==> src/rtl/xnor_match_pkg.sv <==
// Shared definitions for the serial XNOR word-compare sequencer.
package xnor_match_pkg;

    typedef enum logic [1:0] {
        ST_IDLE = 2'd0,
        ST_RUN  = 2'd1,
        ST_DONE = 2'd2
    } state_t;

    localparam int DEFAULT_WIDTH = 8;

endpackage

==> src/rtl/xnor_cell.sv <==
// One-bit equality cell shared by the sequencer; purely combinational.
module xnor_cell (
    input  logic a,
    input  logic b,
    output logic y
);

    assign y = ~(a ^ b);

endmodule

==> src/rtl/xnor_match_seq.sv <==
// Serial word compare: steps operand bit pairs LSB first through one XNOR cell
// and reports the number of equal positions over a start/busy/done handshake.
module xnor_match_seq
    import xnor_match_pkg::*;
#(
    parameter  int WIDTH = DEFAULT_WIDTH,
    localparam int CNT_W = $clog2(WIDTH + 1)
) (
    input  logic             clk,
    input  logic             rst_n,
    input  logic             start_i,
    input  logic             abort_i,
    input  logic [WIDTH-1:0] a_i,
    input  logic [WIDTH-1:0] b_i,
    output logic             busy_o,
    output logic             done_o,
    output logic [CNT_W-1:0] match_cnt_o,
    output logic             all_eq_o
);

    localparam int IDX_W = (WIDTH > 1) ? $clog2(WIDTH) : 1;

    state_t             state_q, state_d;
    logic [WIDTH-1:0]   a_q, a_d, b_q, b_d;
    logic [IDX_W-1:0]   idx_q, idx_d;
    logic [CNT_W-1:0]   acc_q, acc_d;
    logic [CNT_W-1:0]   match_cnt_q, match_cnt_d;
    logic               all_eq_q, all_eq_d;
    logic               busy_q, busy_d;
    logic               done_q, done_d;

    logic               a_bit, b_bit, bit_eq, last_bit;
    logic [CNT_W-1:0]   acc_sum;

    // Bit-select mux written as a compare loop so it stays width-clean at WIDTH=1.
    always_comb begin
        a_bit = 1'b0;
        b_bit = 1'b0;
        for (int i = 0; i < WIDTH; i++) begin
            if (idx_q == IDX_W'(i)) begin
                a_bit = a_q[i];
                b_bit = b_q[i];
            end
        end
    end

    xnor_cell u_xnor_cell (
        .a (a_bit),
        .b (b_bit),
        .y (bit_eq)
    );

    assign acc_sum  = acc_q + CNT_W'(bit_eq);
    assign last_bit = (idx_q == IDX_W'(WIDTH - 1));

    always_comb begin
        state_d     = state_q;
        a_d         = a_q;
        b_d         = b_q;
        idx_d       = idx_q;
        acc_d       = acc_q;
        match_cnt_d = match_cnt_q;
        all_eq_d    = all_eq_q;
        unique case (state_q)
            ST_IDLE: begin
                if (start_i) begin
                    a_d     = a_i;
                    b_d     = b_i;
                    idx_d   = '0;
                    acc_d   = '0;
                    state_d = ST_RUN;
                end
            end
            ST_RUN: begin
                // Abort wins over the final-bit transition; published results are untouched.
                if (abort_i) begin
                    idx_d   = '0;
                    acc_d   = '0;
                    state_d = ST_IDLE;
                end else begin
                    acc_d = acc_sum;
                    if (last_bit) begin
                        match_cnt_d = acc_sum;
                        all_eq_d    = (acc_sum == CNT_W'(WIDTH));
                        state_d     = ST_DONE;
                    end else begin
                        idx_d = idx_q + 1'b1;
                    end
                end
            end
            ST_DONE: state_d = ST_IDLE;
            default: state_d = ST_IDLE;
        endcase
        busy_d = (state_d != ST_IDLE);
        done_d = (state_d == ST_DONE);
    end

    always_ff @(posedge clk or negedge rst_n) begin
        if (!rst_n) begin
            state_q     <= ST_IDLE;
            a_q         <= '0;
            b_q         <= '0;
            idx_q       <= '0;
            acc_q       <= '0;
            match_cnt_q <= '0;
            all_eq_q    <= 1'b0;
            busy_q      <= 1'b0;
            done_q      <= 1'b0;
        end else begin
            state_q     <= state_d;
            a_q         <= a_d;
            b_q         <= b_d;
            idx_q       <= idx_d;
            acc_q       <= acc_d;
            match_cnt_q <= match_cnt_d;
            all_eq_q    <= all_eq_d;
            busy_q      <= busy_d;
            done_q      <= done_d;
        end
    end

    assign busy_o      = busy_q;
    assign done_o      = done_q;
    assign match_cnt_o = match_cnt_q;
    assign all_eq_o    = all_eq_q;

endmodule

==> config.mk <==
export PLATFORM = sky130hd
export DESIGN_NAME = xnor_match_seq
export DESIGN_NICKNAME = d
export VERILOG_FILES = /design/src/rtl/xnor_match_pkg.sv /design/src/rtl/xnor_cell.sv /design/src/rtl/xnor_match_seq.sv
export SDC_FILE = /design/constraint.sdc
export NUM_CORES = 1
export LEC_CHECK = 0
export CAP_MARGIN = 40
export CORE_ASPECT_RATIO = 0.5
export CORE_MARGIN = 2
export CORE_UTILIZATION = 54
export CTS_BUF_LIST = sky130_fd_sc_hd__clkbuf_4
export DETAILED_ROUTE_END_ITERATION = 7
export HOLD_SLACK_MARGIN = 0.1
export PLACE_DENSITY = 0.79
export SLEW_MARGIN = 0
export SYNTH_ARGS = -nofsm -noshare
export SYNTH_HDL_FRONTEND = slang
export SYNTH_SLANG_ARGS = --single-unit
==> constraint.sdc <==
create_clock -name clk -period 3 [get_ports clk]
set_input_delay 0.6 -clock clk [delete_from_list [all_inputs] [get_ports clk]]
set_output_delay 0.6 -clock clk [all_outputs]
set_load 0.01 [all_outputs]
# Word level (Yosys, flattened, before mapping)
# Index checks and enable logic that the tools add are counted.
[classes]
n_addsub = 2
n_eq_ne = 12
mux = 27
n_bitwise = 3
reduce_logical = 8
[op_table]
columns = ["op", "n"]
rows = [
  ["2-to-1 mux 1 bit", 16],
  ["== test 3 bit (second input constant)", 4],
  ["2-to-1 mux 3 bit", 3],
  ["2-to-1 mux 4 bit", 2],
  ["case mux 4 bit (2 select lines)", 1],
  ["== test 3 x 2 -> 1 bit (second input constant)", 2],
  ["2-to-1 mux 2 bit", 3],
  ["case mux 3 bit (2 select lines)", 1],
  ["AND reduction 3 bit", 2],
  ["adder 4 x 1 -> 4 bit", 1],
  ["== test 4 bit (second input constant)", 1],
  ["case mux 2 bit (2 select lines)", 1],
  ["AND reduction 2 bit", 2],
  ["nonzero test 2 bit", 2],
  ["adder 3 x 1 -> 3 bit (second input constant)", 1],
  ["== test 3 x 1 -> 1 bit (second input constant)", 1],
  ["zero test 3 bit", 1],
  ["inequality test 3 bit (second input constant)", 1],
  ["== test 2 x 1 -> 1 bit (second input constant)", 1],
  ["== test 2 bit (second input constant)", 1],
  ["zero test 2 bit", 1],
  ["inequality test 2 bit (second input constant)", 1],
  ["NOT 1 bit", 2],
  ["XOR 1 bit", 1],
]
[word_totals]
ff_bits = 32
output_inout_bits = 7
elab_cells = 61

# Depth between registers and ports, before layout
[depth]
word_depth = 14
depth_mapped = 13

# Hierarchy
# A second synthesis with hierarchy kept.
[unflattened]
cells_unflattened = 135
hier_area_um2 = 1567.8
[modules_own_cells]
columns = ["module", "instances", "cells_each", "area_per_inst_um2"]
rows = [
  ["xnor_match_seq", 1, 134, 1559.0],
  ["xnor_cell", 1, 1, 8.8],
]

# Worst setup path after synthesis
# No wires, ideal clock.
[synth_path]
path_type = "register to register"
startpoint = "register idx_q[0]"
endpoint = "register all_eq_q (netlist: all_eq_o)"
arrival_ps = 2240
setup_slack_ps = 664
stages_incl_launch_ff = 12
synth_period_minus_slack_ps = 2336
path_cell_list = "dfrtp_1 ha_1 or2_1 a22oi_1 o22ai_1 a31oi_1 xnor2_1 ha_1 ha_1 xnor2_1 nand2_1 o31ai_1"
[synth_between]
elab_chain_cells = 13
[synth_rtl]
columns = ["element", "line_no", "rtl"]
rows = [
  ["from (decl)", "xnor_match_seq.sv:25", "logic [IDX_W-1:0] idx_q, idx_d;"],
  ["from (signal assigned)", "xnor_match_seq.sv:113", "idx_q <= idx_d;"],
  ["zero test 3 bit", "xnor_match_seq.sv:40", "if (idx_q == IDX_W'(i)) begin"],
  ["2-to-1 mux 1 bit (8 in a row)", "xnor_match_seq.sv:40", ""],
  ["XOR 1 bit", "xnor_cell.sv:8", "assign y = ~(a ^ b);"],
  ["NOT 1 bit", "xnor_cell.sv:8", ""],
  ["adder 4 x 1 -> 4 bit", "xnor_match_seq.sv:53", "assign acc_sum = acc_q + CNT_W'(bit_eq);"],
  ["== test 4 bit", "xnor_match_seq.sv:84", "all_eq_d = (acc_sum == CNT_W'(WIDTH));"],
  ["to (signal assigned)", "xnor_match_seq.sv:116", "all_eq_q <= all_eq_d;"],
  ["to (decl)", "xnor_match_seq.sv:28", "logic all_eq_q, all_eq_d;"],
]
# Parallel ways exist; a longest one is shown, timed or not.
# A chain may end at the register's enable or synchronous reset.

# Worst setup path in the final report
[layout_path]
startpoint = "register idx_q[1]"
endpoint = "register all_eq_q (netlist: all_eq_o)"
# Same word-level chain as after synthesis.

==> metrics.md <==
| Metric | Value |
|---|---|
| Total nets after synthesis | `between 150 and 200` |
| Final net count | `190` |
| Total die area | `0.003229 mm²` |
| Outcome | `completed` |
| CTS tree | `done` |
| Count of warnings emitted by yosys | `0` |
| Top flip-flop cell by instance count after synthesis | `dfrtp_1` |
| Unrepaired setup endpoints after global routing | `no` |
| Initial cell density of the core | `57.05%` |
| Post-route DRC | `0` |
| Critical path startpoint | `idx_q[1]$_DFFE_PN0P_` |
| Avg Vias per Cell | `around 5.3` |
| Most frequent cells in the layout | `dfrtp_1, clkdlybuf4s50_1, mux2_2` |
| Routed Antenna Nets | `0` |
| Number of antenna violations at the first check in global routing | `0` |
| Detail-routed net length per standard cell | `12.68 µm` |
| Hold-fix buffers, CTS | `0` |
| Critical path peak fanout | `9` |
| Final Cycle Share | `just under 90%` |
| Sequential fraction of the synthesis area | `between 50 and 60%` |
| Syn Std Cell Area | `approximately 0.0015 mm²` |
| Total detailed-routing wirelength | `2535 µm` |
| DR pass1 iterations | `4` |
| Die Ht | `~41 µm` |
| Clock-pin slew on the worst setup and hold paths | `0.10 ns` |
| Global-route wire length before repair | `roughly 4500 µm` |
| DIE WIDTH | `between 70 and 80 µm` |
| I/O pin count | `27` |
| Hold path startpoint | `match_cnt_o[3]$_DFFE_PN0P_` |
| Count of flip-flops with a built-in enable after synthesis | `0` |
| Half-perimeter wire length of the detailed placement result | `1883 µm` |
| Clock buffer count from CTS | `5` |
| Total via count in the routed design | `~1,100` |
| GRT Total Usage | `roughly a fifth` |
| Clock H-tree levels | `2` |
| LEAKAGE | `a little over 0.8 nW` |
| Longest Clk Path Bufs | `2` |
| Data required time of the critical path | `roughly 3.2 ns` |
| Most common cell after layout, fill and taps aside | `dfrtp_1` |
| Final hold violation count | `0` |
| Ant diodes | `0` |
| Actual transition at the worst max-transition pin | `about 0.4 ns` |
| Startpoint type of the worst setup path | `flip-flop` |
| Area Growth Syn to Fin | `25.80%` |
| Peak supply drop | `between 0.0004 and 0.0005 V` |
| Largest net degree at the start of global routing | `33` |
| Arrival time at the worst endpoint | `between 2 and 3 ns` |
| Iter 0 DRT Violations | `59` |
| Ys async rst share | `100.0%` |
| Core ar. | `0.002619 mm²` |
| Root Driver | `clkbuf_4` |
| Gates resized, CTS repair | `0` |
| Total clock sinks | `32` |
| F_max | `about 380 MHz` |
| Class of the most critical hold timing path | `reg2reg` |
| Number of standard cells after synthesis | `129` |
| Max cap viols | `0` |
| Flop and latch count out of synthesis | `32` |
| Syn_area_per_cell | `between 10 and 15 µm²` |
| Number of input and output port buffers inserted | `26` |
| Final Setup Violations | `0` |
| Number of global-route vias before repair | `around 1,000` |
| Crit path kind | `reg2reg` |
| Slew HR | `about three quarters` |
| Post-route cell area | `0.001879 mm²` |
| Number of rows created at floorplan | `13` |
| Shortest period the worst path allows | `around 2.6 ns` |
| Congestion Overflow GR | `0` |
| Setup Fix Bufs, Post-CTS | `0` |
| Setup crit end kind | `flip-flop` |
| Area of placed instances | `~0.0018 mm²` |
| Last weighted congestion value of the routability-driven placer | `~0.80` |
| Number of max-slew violations in the final report | `0` |
| Power per cell area | `around 590 mW/mm²` |
| Ratio of cells with drive above 1 in the final layout | `approximately 17%` |
| Maximum clock skew at final layout | `0.005014 ns` |
| Number of filler instances in the final layout | `198` |
| Clock insertion delay at the later pin of the skew report | `between 0.3 and 0.4 ns` |
| R2R Path Start | `idx_q[1]$_DFFE_PN0P_` |
| Final TNS setup | `0 ns` |
| Yosys cell types | `29` |
logic make-up (layout without fill, tap and decap cells):
| group | Yosys count | count (layout) | share of synthesized area (%) |
|---|---|---|---|
| multiplexers | 18 | 18 | 13.57 |
| AND/OR/NAND/NOR | 30 | 30 | 9.464 |
| XOR/XNOR | 3 | 3 | 1.759 |
| buffers and inverters | 9 | 43 | 2.512 |
| AO/OA/AOI/OAI | 29 | 29 | 12.39 |
| adder cells (fa/ha/maj) | 8 | 8 | 6.700 |
| flip-flops | 32 | 32 | 53.60 |
synthesized netlist by cell type, types with 3 or more instances:
master,count,area share [%]
o21ai_0,12,4.0
inv_1,6,1.5
dfrtp_1,32,54
nand3_1,3,1.0
nor2b_1,4,1.7
nand2_1,13,3.3
mux2_2,17,13
ha_1,8,6.7
nor2_1,3,0.75
final timing paths:
path	end	slack [ns]	cells after the start
hold / removal	match_cnt_o[3]$_DFFE_PN0P_	0.48	2
setup reg to reg	all_eq_o$_DFFE_PN0P_	0.37	12
hold reg to reg	match_cnt_o[3]$_DFFE_PN0P_	0.48	2
setup / recovery	all_eq_o$_DFFE_PN0P_	0.37	12
min in group asynchronous	a_q[4]$_DFFE_PN0P_	0.66	2
max in group asynchronous	busy_o$_DFF_PN0_	2.06	2
registers in the layout, indices dropped and copies added (netlist names):
register and cells:
a_q 8, acc_q 4, all_eq_o 1, b_q 8, busy_o 1, done_o 1
idx_q 3, match_cnt_o 4, state_q 2
critical path: stages (launching register included):
cell	delay [ns]
dfrtp_1	0.43
inv_1	0.10
ha_1	0.30
nor2b_1	0.08
a221oi_1	0.27
o22ai_1	0.13
a31oi_1	0.22
xnor2_1	0.12
ha_1	0.21
ha_1	0.22
xnor2_1	0.22
nand2_1	0.07
o31ai_1	0.18
layer usage:
layer  vias to the layer above  part of all wire, %  GRT usage (%)
li1                        524                    -              -
met1                       500                   48          24.18
met2                        29                   45          32.33
met3                         4                  5.6          6.608
met4                         0                  1.0          6.579
met5                         -                    0              0
final cells by class:
class                      instances  area [µm²]  area share, %
clock buffer                       5       37.54          1.997
clock inverter                     3       37.54          1.997
inverter                           7       26.28          1.398
multi-input combinational         88       655.6          34.89
sequential                        32       800.8          42.61
tap                               37       46.29          2.463
timing repair buffer              28       275.3          14.65
power by group:
part           internal (W)  total [W]  leakage (nW)  switching (W)
sequential         0.000497   0.000537         0.404      0.0000406
combinational      0.000146   0.000266         0.366       0.000121
clock              0.000170   0.000308        0.0403       0.000138
per-stage QoR:
step | worst slack [ns] | utilization, % | hold slack [ns] | cells | total power, W
floorplan | 0.6641 | - | 0.3044 | 129 | 0.0007231
global placement | 0.4758 | 68.90 | 0.4613 | 192 | 0.0008015
detailed placement | 0.4068 | 68.90 | 0.4690 | 192 | 0.0008128
CTS | 0.3491 | 71.76 | 0.4911 | 200 | 0.001124
global route | 0.09383 | 71.76 | 0.5298 | 200 | 0.001194
finish | 0.3689 | 71.76 | 0.4825 | 200 | 0.001112
Power figures use the tool's default switching activity.
